`config.mk`:
```
export PLATFORM = sky130hd
export DESIGN_NAME = player_health_controller
export DESIGN_NICKNAME = d
export VERILOG_FILES = /design/src/rtl/player_health_controller.sv
export SDC_FILE = /design/constraint.sdc
export NUM_CORES = 1
export LEC_CHECK = 0
export CAP_MARGIN = 20
export CORE_AREA = 5 5 96 98
export CTS_CLUSTER_SIZE = 14
export DETAILED_ROUTE_END_ITERATION = 10
export DIE_AREA = 0 0 101 103
export PLACE_DENSITY = 0.64
export RECOVER_POWER = 25
export SLEW_MARGIN = 20
export SYNTH_ARGS = -nofsm -noshare
export SYNTH_HDL_FRONTEND = slang
export SYNTH_SLANG_ARGS = --single-unit
```
`constraint.sdc`:
```
create_clock -name clk -period 9.09 [get_ports clk]
set_clock_uncertainty 0.15 [all_clocks]
set_input_delay 2.2725 -clock clk [delete_from_list [all_inputs] [get_ports clk]]
set_output_delay 2.2725 -clock clk [all_outputs]
set_load 0.1 [all_outputs]
```
`src/rtl/player_health_controller.sv`:
```
// player_health_controller
// Turns collider hit events into player HP, invulnerability frames and death
// status, and reports the consumed bar width for the display stage.
// Optional feature: define PLAYER_KARMA_EN to split hit damage into 1 HP of
// immediate loss plus pending karma that drains every KR_TICKS game ticks.
// Without the macro, full damage applies at once and kr_amount is tied to 0.
//
// Handshake: there is no valid/ready pair; hit_pulse is the per-hit strobe,
// and every output is a register that updates on the edge after its cause.
module player_health_controller #(
  parameter int IS_SIM       = 0,
  parameter int TICK_DIV     = 1_000_000,
  parameter int TICK_DIV_SIM = 10,
  parameter int HP_RESET     = 92,
  parameter int INVULN_TICKS = 50,
  parameter int KR_TICKS     = 3
) (
  input  logic       clk,
  input  logic       clk_reset_n,
  input  logic       is_trigger_player,
  input  logic       reset_healt_status,
  input  logic [9:0] healt_bar_w,
  input  logic [6:0] healt_bar_sensitivity,
  output logic [9:0] hp,
  output logic [9:0] healt_bar_w_minus,
  output logic [9:0] kr_amount,
  output logic       hit_pulse,
  output logic       player_hurt,
  output logic       player_dead,
  output logic [1:0] state_dbg
);

  localparam int DIV = (IS_SIM != 0) ? TICK_DIV_SIM : TICK_DIV;
  localparam int CW  = (DIV > 1) ? $clog2(DIV) : 1;
  localparam int IW  = $clog2(INVULN_TICKS + 1);

  typedef enum logic [1:0] {
    ST_ALIVE  = 2'd0,
    ST_INVULN = 2'd1,
    ST_DEAD   = 2'd2
  } state_t;

  state_t        state_q, state_d;
  logic [CW-1:0] tick_cnt;
  logic          tick;
  logic [9:0]    hp_q, hp_d, hp_new, minus_q, dmg;
  logic [IW-1:0] inv_q, inv_d;
  logic          pulse_q, pulse_d, hurt_q, dead_q, hit;

  assign dmg  = {3'b000, healt_bar_sensitivity};
  assign tick = (tick_cnt == CW'(DIV - 1));

  // Free-running game tick divider; reload pulses never touch it.
  always_ff @(posedge clk or negedge clk_reset_n) begin
    if (!clk_reset_n) begin
      tick_cnt <= '0;
    end else if (tick) begin
      tick_cnt <= '0;
    end else begin
      tick_cnt <= tick_cnt + CW'(1);
    end
  end

`ifdef PLAYER_KARMA_EN
  localparam int KW = (KR_TICKS > 1) ? $clog2(KR_TICKS) : 1;
  logic [9:0]    kr_q, kr_d;
  logic [KW-1:0] drain_cnt;
  logic          drain_evt;
  logic [10:0]   kr_sum, kr_cap;

  assign drain_evt = tick && (drain_cnt == KW'(KR_TICKS - 1)) && (state_q != ST_DEAD);

  // Drain cadence counter: counts ticks while alive, restarts on reload.
  always_ff @(posedge clk or negedge clk_reset_n) begin
    if (!clk_reset_n) begin
      drain_cnt <= '0;
      kr_q      <= '0;
    end else begin
      kr_q <= kr_d;
      if (reset_healt_status) begin
        drain_cnt <= '0;
      end else if (tick && state_q != ST_DEAD) begin
        drain_cnt <= drain_evt ? '0 : drain_cnt + KW'(1);
      end
    end
  end

  assign kr_amount = kr_q;
`else
  assign kr_amount = '0;
`endif

  // Next-state, HP and invulnerability-counter decisions.
  always_comb begin
    state_d = state_q;
    hp_d    = hp_q;
    inv_d   = inv_q;
    pulse_d = 1'b0;
    hit     = 1'b0;
    hp_new  = hp_q;
`ifdef PLAYER_KARMA_EN
    kr_d    = kr_q;
    kr_sum  = {1'b0, kr_q} + {1'b0, dmg} - 11'd1;
    kr_cap  = '0;
`endif
    if (reset_healt_status) begin
      // Reload wins over any simultaneous hit.
      hp_d    = healt_bar_w;
      inv_d   = '0;
      state_d = (healt_bar_w == 10'd0) ? ST_DEAD : ST_ALIVE;
`ifdef PLAYER_KARMA_EN
      kr_d    = '0;
`endif
    end else begin
      case (state_q)
        ST_ALIVE: begin
          if (is_trigger_player) begin
            hit     = 1'b1;
            pulse_d = 1'b1;
`ifdef PLAYER_KARMA_EN
            // One HP now, the rest becomes karma capped so it cannot kill.
            if (dmg != 10'd0) begin
              hp_new = (hp_q > 10'd1) ? hp_q - 10'd1 : 10'd0;
              kr_cap = {1'b0, hp_new - 10'd1};
              if (hp_new == 10'd0) begin
                kr_d = '0;
              end else begin
                kr_d = (kr_sum > kr_cap) ? kr_cap[9:0] : kr_sum[9:0];
              end
            end
`else
            hp_new = (hp_q > dmg) ? hp_q - dmg : 10'd0;
`endif
            hp_d = hp_new;
            if (hp_new == 10'd0) begin
              state_d = ST_DEAD;
            end else begin
              state_d = ST_INVULN;
              inv_d   = IW'(INVULN_TICKS);
            end
          end
        end
        ST_INVULN: begin
          if (tick) begin
            if (inv_q <= IW'(1)) begin
              state_d = ST_ALIVE;
              inv_d   = '0;
            end else begin
              inv_d = inv_q - IW'(1);
            end
          end
        end
        ST_DEAD: begin
          state_d = ST_DEAD;
        end
        default: begin
          state_d = ST_ALIVE;
        end
      endcase
`ifdef PLAYER_KARMA_EN
      // Karma drain step; a hit in the same cycle takes precedence.
      if (drain_evt && !hit) begin
        if (hp_q == 10'd1) begin
          kr_d = '0;
        end else if (kr_q != 10'd0 && hp_q > 10'd1) begin
          hp_d = hp_q - 10'd1;
          kr_d = kr_q - 10'd1;
        end
      end
`endif
    end
  end

  // State and registered outputs; consumed width lags HP by one cycle.
  always_ff @(posedge clk or negedge clk_reset_n) begin
    if (!clk_reset_n) begin
      state_q <= ST_ALIVE;
      hp_q    <= 10'(HP_RESET);
      inv_q   <= '0;
      pulse_q <= 1'b0;
      hurt_q  <= 1'b0;
      dead_q  <= 1'b0;
      minus_q <= '0;
    end else begin
      state_q <= state_d;
      hp_q    <= hp_d;
      inv_q   <= inv_d;
      pulse_q <= pulse_d;
      hurt_q  <= (state_d == ST_INVULN);
      dead_q  <= (state_d == ST_DEAD);
      minus_q <= (hp_q > healt_bar_w) ? 10'd0 : healt_bar_w - hp_q;
    end
  end

  assign hp                = hp_q;
  assign healt_bar_w_minus = minus_q;
  assign hit_pulse         = pulse_q;
  assign player_hurt       = hurt_q;
  assign player_dead       = dead_q;
  assign state_dbg         = state_q;

endmodule

```
==> impl_metrics.tcl, run 1 <==
set metrics [dict create \
    status "finished with violations" \
    violations "capacitance limit, slew limit" \
    cts_root_buffer "clkbuf_8" \
    die_w_um 101 \
    cts_num_sinks 51 \
    grt_pass1_vias 2804 \
    ys.warnings.count 0 \
    final_cells 521 \
    rows 34 \
    p_leak_nw 1.73 \
    avgRoutedWirePerCell_um 13.8 \
    hold_violations 0 \
    p_clk_share_pct 23.5 \
    grt_usage_pct 14.8 \
    cts-buffers-inserted 5 \
    yosys_register_bits 51 \
    cts_resized 0 \
    worstPathArrival_ns 5.19 \
    crit_fanout 10 \
    worstMarginPinSlew_ns 2.72 \
    ant_nets 0 \
    port_buffers 45 \
    cts_tree "yes" \
    vias_per_cell 5.17 \
    grt_max_degree 52 \
    die_height_um 103 \
    crit_path_end_kind "flip-flop" \
    cpPeakStageDelay_ns 0.57 \
    p_switching_uw 360 \
    final-max-slew-violation-count 52 \
    fmax_ghz 0.193 \
    overflow 0 \
    remaining_drc_errors 0 \
    reg2regPathDepth 11 \
    fin_util_pct 46.4 \
    pin_count 56 \
    yosysSeqAreaShare_pct 39.6 \
    seqPwrFrac_pct 32.2 \
    r2r_end "inv_q[2]$_DFFE_PN0P_" \
    power.density_nw_per_um2 211 \
    synth_top_flop_cell "dfrtp_1" \
    layout-drive-gt1-share_pct 4.60 \
    ir_drop_mv 0.120 \
    maxCapViolCount 1 \
    rrSetupSlack_ns 5.83 \
    fillCellCount 822 \
    grt_pass1_wl_um 12700 \
    r2r-start "hp[0]$_DFFE_PN0P_" \
    start_kind "input pin" \
    syn-cell-area_um2 3240 \
    relSlewSlack_pct -81.2 \
    antenna_cells 0 \
    cts_setup_buffers 0 \
    power.share.switching_pct 43.7 \
    routed_wl_um 7200 \
    yosysUniqueCellTypes 55 \
    p_int_uw 463 \
    grt_setup_unrepaired "no" \
    pre_cts_slack_ns 3.61 \
    crit_top_cell "a21oi_1" \
    place_area_um2 3760 \
    hold_path.class "flip-flop to flip-flop" \
    htreeDepth 2 \
    dp_cells 513 \
    drt-initial-drc-count 65 \
    nets 455 \
    syn_inst 367 \
    globalplace.congestion 0.840 \
    tns_ns 0 \
    dieArea_um2 10400 \
    num_vias 2693 \
    start_util_pct 38.6 \
    cts_hold_buf 0 \
    setup_viol 0 \
    synthArstFlopShare_pct 100 \
    p_total_uw 823 \
    path_cells "clkdlybuf4s50_1 -> inv_1 -> ha_1 -> inv_1 -> fa_1 -> a21o_1 -> a21oi_1 -> o21bai_1 -> a21oi_1 -> o21ai_1 -> a21o_1 -> a21oi_1 -> nor3_1" \
    timing.hold.ws_ns 0.330 \
    path_clk_slew_ns 0.10 \
    core_um2 8380 \
    syn_to_final_growth_pct 20.2 \
    multi_input_area_um2 1780 \
    hold_depth 1 \
    synth_edf_count 0 \
    crit_type "input pin to flip-flop" \
    min_to "tick_cnt[4]$_DFF_PN0_" \
    fin_crit_sh_pct 56.9 \
    worstHoldStart "tick_cnt[4]$_DFF_PN0_" \
    fin_crit_ns 5.17 \
    hpwlAfterDp_um 5640 \
    firstDrtPassIters 4 \
    avgSynthCellArea_um2 8.82 \
    antenna_found_initial 0 \
    cts_buffer_depth 2 \
    combPwrFrac_pct 44.3 \
    fin_area_um2 3890 \
    worst_path_max_delay_cell "a21oi_1" \
    clk_latency_ns 0.31 \
    setup_ws_ns 3.92 \
    register_area_um2 1280 \
    crit_required_ns 9.11 \
]
==> cell usage after synthesis (4+ instances only) <==
| master | n | area, um^2 |
|---|---|---|
| clkbuf_1 | 5 | 18.8 |
| and3_1 | 5 | 31.3 |
| dfstp_2 | 4 | 105 |
| xor2_1 | 13 | 114 |
| nand4_1 | 7 | 43.8 |
| a21oi_1 | 29 | 145 |
| o21ai_0 | 13 | 65.1 |
| a31oi_1 | 4 | 25.0 |
| nor2b_1 | 4 | 25.0 |
| nand3_1 | 12 | 60.1 |
| nor3b_1 | 4 | 30.0 |
| xnor2_1 | 13 | 114 |
| o21ai_1 | 4 | 20.0 |
| nor3_1 | 13 | 65.1 |
| a21o_1 | 5 | 37.5 |
| nor4_1 | 8 | 50.1 |
| buf_4 | 10 | 75.1 |
| inv_1 | 28 | 105 |
| ha_1 | 20 | 250 |
| nor2_1 | 45 | 169 |
| dfrtp_1 | 47 | 1180 |
| nand2_1 | 25 | 93.8 |
| nand2b_1 | 4 | 25.0 |
==> placed cells by master, fill, tap and decap left out, drive strengths merged, types with 2 or more instances in the layout <==
cell	Yosys	layout
o2111ai	2	2
or3	4	4
fa	2	2
xnor2	13	13
a21o	5	5
nand4	7	7
dfrtp	47	47
o211ai	3	3
nand3	12	12
conb	1	10
clkdlybuf4s50	0	44
xor2	13	13
a211oi	3	3
bufinv	0	2
inv	28	29
nand2b	4	4
dfstp	4	4
a31oi	4	4
and3	5	5
o2bb2ai	2	2
nor3	13	13
o21a	2	2
nand2	25	25
and4	2	2
nor2	46	46
nor4	8	8
o21ai	17	17
o22ai	2	2
nor3b	4	4
a21oi	30	30
clkbuf	5	7
ha	20	20
or2	3	3
nor2b	4	4
==> logic make-up (layout without fill, tap and decap cells) <==
group | Yosys count | after routing | synth area share (%)
multiplexers | 1 | 1 | 0.309
buffers and inverters | 46 | 83 | 6.57
adder cells (fa/ha/maj) | 22 | 22 | 8.97
AO/OA/AOI/OAI | 77 | 77 | 15.3
XOR/XNOR | 26 | 26 | 7.04
other | 1 | 10 | 0.116
flip-flops | 51 | 51 | 39.6
AND/OR/NAND/NOR | 143 | 143 | 22.1
==> registers in the layout (all words and copies together) (netlist names) <==
signal,flops
inv_q,6
player_hurt,1
healt_bar_w_minus,10
hp,10
tick_cnt,20
state_dbg,2
player_dead,1
hit_pulse,1
==> per-layer routing <==
metal | wire length [um] | global-route usage [%] | vias to the layer above
met4 | 78 | 2.86 | 0
li1 | - | - | 1354
met5 | 0 | 0 | -
met3 | 282 | 3.45 | 6
met2 | 3570 | 27.2 | 47
met1 | 3270 | 17.8 | 1286
==> how the worst max path moves through the flow <==
stage,start,endpoint,cells after the start
6_report,healt_bar_w[0],healt_bar_w_minus[9]$_DFF_PN0_,13
4_1_cts,healt_bar_w[0],healt_bar_w_minus[9]$_DFF_PN0_,13
5_1_grt,healt_bar_w[0],healt_bar_w_minus[3]$_DFF_PN0_,13
3_5_place_dp,healt_bar_sensitivity[0],inv_q[3]$_DFFE_PN0P_,11
2_1_floorplan,healt_bar_sensitivity[0],inv_q[2]$_DFFE_PN0P_,11
3_3_place_gp,healt_bar_w[0],healt_bar_w_minus[7]$_DFF_PN0_,13
==> cell type report <==
cell class | count | share of cell area [%]
Multi-Input combinational cell | 279 | 45.7
Sequential cell | 51 | 32.9
Timing Repair Buffer | 47 | 11.6
Tap cell | 108 | 3.47
Inverter | 28 | 2.70
Clock inverter | 3 | 1.83
Clock buffer | 5 | 1.77
==> critical path: cells and delay by family <==
kind	cells	cell delay [ns]
buf+inv	3	0.58
simple gates	1	0.14
fa+ha+maj	2	0.56
compound gates	7	1.63
==> power groups by stage <==
stage                     logic, mW  clock network [mW]  registers (mW)
after floorplan               0.156                   0           0.399
after global placement        0.363                   0           0.269
after detailed placement      0.365                   0           0.269
after CTS                     0.367               0.198           0.265
after global routing          0.393               0.208           0.268
final                         0.365               0.193           0.265
(Power assumes the default switching activity.)
==> run 2, diff against run 1 <==
==> constraint.sdc (replaced) <==
create_clock -name clk -period 5.15 [get_ports clk]
set_clock_uncertainty 0.15 [all_clocks]
set_input_delay 1.2875 -clock clk [delete_from_list [all_inputs] [get_ports clk]]
set_output_delay 1.2875 -clock clk [all_outputs]
set_load 0.1 [all_outputs]
==> impl_metrics.tcl, run 2 (same netlist as run 1, synthesis figures left out) <==
set metrics [dict create \
    setup_viol 0 \
    cts_hold_buf 0 \
    die_w_um 101 \
    grt_pass1_vias 2674 \
    crit_path_end_kind "flip-flop" \
    cts_tree "yes" \
    final_cell_mix "dfrtp_1 (47), nor2_1 (45), clkdlybuf4s50_1 (44)" \
    rows 34 \
    grt_pass1_wl_um 12300 \
    p_clk_share_pct 20.5 \
    htreeDepth 2 \
    port_buffers 45 \
    nets 456 \
    drt-initial-drc-count 89 \
    ant_nets 0 \
    syn_to_final_growth_pct 19.8 \
    largest_reg_flops 20 \
    hpwlAfterDp_um 5720 \
    fin_crit_sh_pct 81.2 \
    seqPwrFrac_pct 33.4 \
    power.share.switching_pct 45.1 \
    die_height_um 103 \
    firstDrtPassIters 4 \
    remaining_drc_errors 0 \
    globalplace.congestion 0.841 \
    cpPeakStageDelay_ns 0.53 \
    dieArea_um2 10400 \
    ir_drop_mv 0.221 \
    vias_per_cell 5.13 \
    worst_path_max_delay_cell "or4_1" \
    pin_count 56 \
    core_um2 8380 \
    timing.hold.ws_ns 0.339 \
    cts-buffers-inserted 5 \
    fillCellCount 810 \
    tns_ns 0 \
    status "finished with violations" \
    violations "capacitance limit, slew limit" \
    p_total_mw 1.40 \
    cts_setup_buffers 0 \
    antenna_found_initial 0 \
    grt_setup_unrepaired "no" \
    p_switching_uw 632 \
    register_area_um2 1280 \
    fin_util_pct 46.3 \
    layout_commonest_cell "dfrtp_1" \
    maxCapViolCount 1 \
    place_area_um2 3770 \
    cts_num_sinks 51 \
    avgRoutedWirePerCell_um 13.8 \
    combPwrFrac_pct 46.1 \
    fin_area_um2 3880 \
    antenna_cells 0 \
    crit_type "input pin to flip-flop" \
    hold_path.class "flip-flop to flip-flop" \
    grt_usage_pct 14.6 \
    worstMarginPinSlew_ns 2.69 \
    final-max-slew-violation-count 52 \
    routed_wl_um 7220 \
    p_leak_nw 1.72 \
    relSlewSlack_pct -79.5 \
    crit_fanout 6 \
    start_kind "input pin" \
    fin_crit_ns 4.18 \
    multi_input_area_um2 1780 \
    grt_max_degree 52 \
    fmax_ghz 0.239 \
    cts_buffer_depth 2 \
    crit_required_ns 5.21 \
    start_util_pct 38.6 \
    cts_resized 0 \
    p_int_uw 767 \
    overflow 0 \
    regMostFlops "tick_cnt" \
    power.density_nw_per_um2 361 \
    hold_violations 0 \
    path_clk_slew_ns 0.10 \
    cts_root_buffer "clkbuf_8" \
    layout-drive-gt1-share_pct 5.07 \
    worstPathArrival_ns 4.24 \
    clk_latency_ns 0.31 \
    num_vias 2680 \
    path_cells "clkdlybuf4s50_1 -> ha_1 -> fa_1 -> nand2b_1 -> a211oi_1 -> nor4_1 -> or4_1 -> a31oi_1 -> or3_1 -> o221a_1 -> nor2_1" \
]
[run 2: cell types whose count changed in the layout (fill, tap and decap cells not counted), sizes merged]
cell	before	now
clkinvlp	0	1
bufinv	2	1
buf	1	3
clkbuf	7	6
[run 2: metrics by stage]
step	instances	setup slack, ns
5_1_grt	522	0.679
6_report	522	0.968
2_1_floorplan	376	1.27
4_1_cts	522	0.980
3_5_place_dp	514	0.639
3_3_place_gp	514	0.651
[run 2: final timing paths]
kind | start | endpoint | slack (ns) | depth (start not counted)
setup / recovery | healt_bar_sensitivity[0] | inv_q[2]$_DFFE_PN0P_ | 0.97 | 11
hold / removal | tick_cnt[0]$_DFF_PN0_ | tick_cnt[0]$_DFF_PN0_ | 0.34 | 1
setup reg to reg | hp[0]$_DFFE_PN0P_ | inv_q[2]$_DFFE_PN0P_ | 1.86 | 11
hold reg to reg | tick_cnt[0]$_DFF_PN0_ | tick_cnt[0]$_DFF_PN0_ | 0.34 | 1
max in group asynchronous | clk_reset_n | inv_q[1]$_DFFE_PN0P_ | 1.56 | 2
min in group asynchronous | clk_reset_n | tick_cnt[2]$_DFF_PN0_ | 1.77 | 2
[run 2: power groups by stage]
stage,sequential (mW),clock [mW],combinational (mW)
floorplan,0.704,0,0.275
global placement,0.475,0,0.642
detailed placement,0.476,0,0.647
CTS,0.468,0.295,0.650
global route,0.472,0.313,0.696
finish,0.467,0.287,0.645
[run 2: worst max-delay path: cells and delay by family]
family	cells	cell delay, ns
buffers and inverters	1	0.40
AO/OA/AOI/OAI	3	0.76
adder cells (fa/ha/maj)	2	0.63
AND/OR/NAND/NOR	5	1.17
[run 2: final cells by class]
| class | count | area share [%] |
|---|---|---|
| multi-input cells | 279 | 45.8 |
| repair buffers | 48 | 12.0 |
| clock inverters | 3 | 1.19 |
| clock buffers | 5 | 1.77 |
| inverters | 28 | 2.71 |
| well taps | 108 | 3.49 |
| flip-flops and latches | 51 | 33.0 |
[run 2: layer usage]
metal | vias to the layer above | track usage [%] | wire length, um
li1 | 1355 | - | -
met1 | 1274 | 18.3 | 3280
met2 | 44 | 26.0 | 3630
met3 | 7 | 3.25 | 241
met4 | 0 | 2.56 | 65
met5 | - | 0 | 0
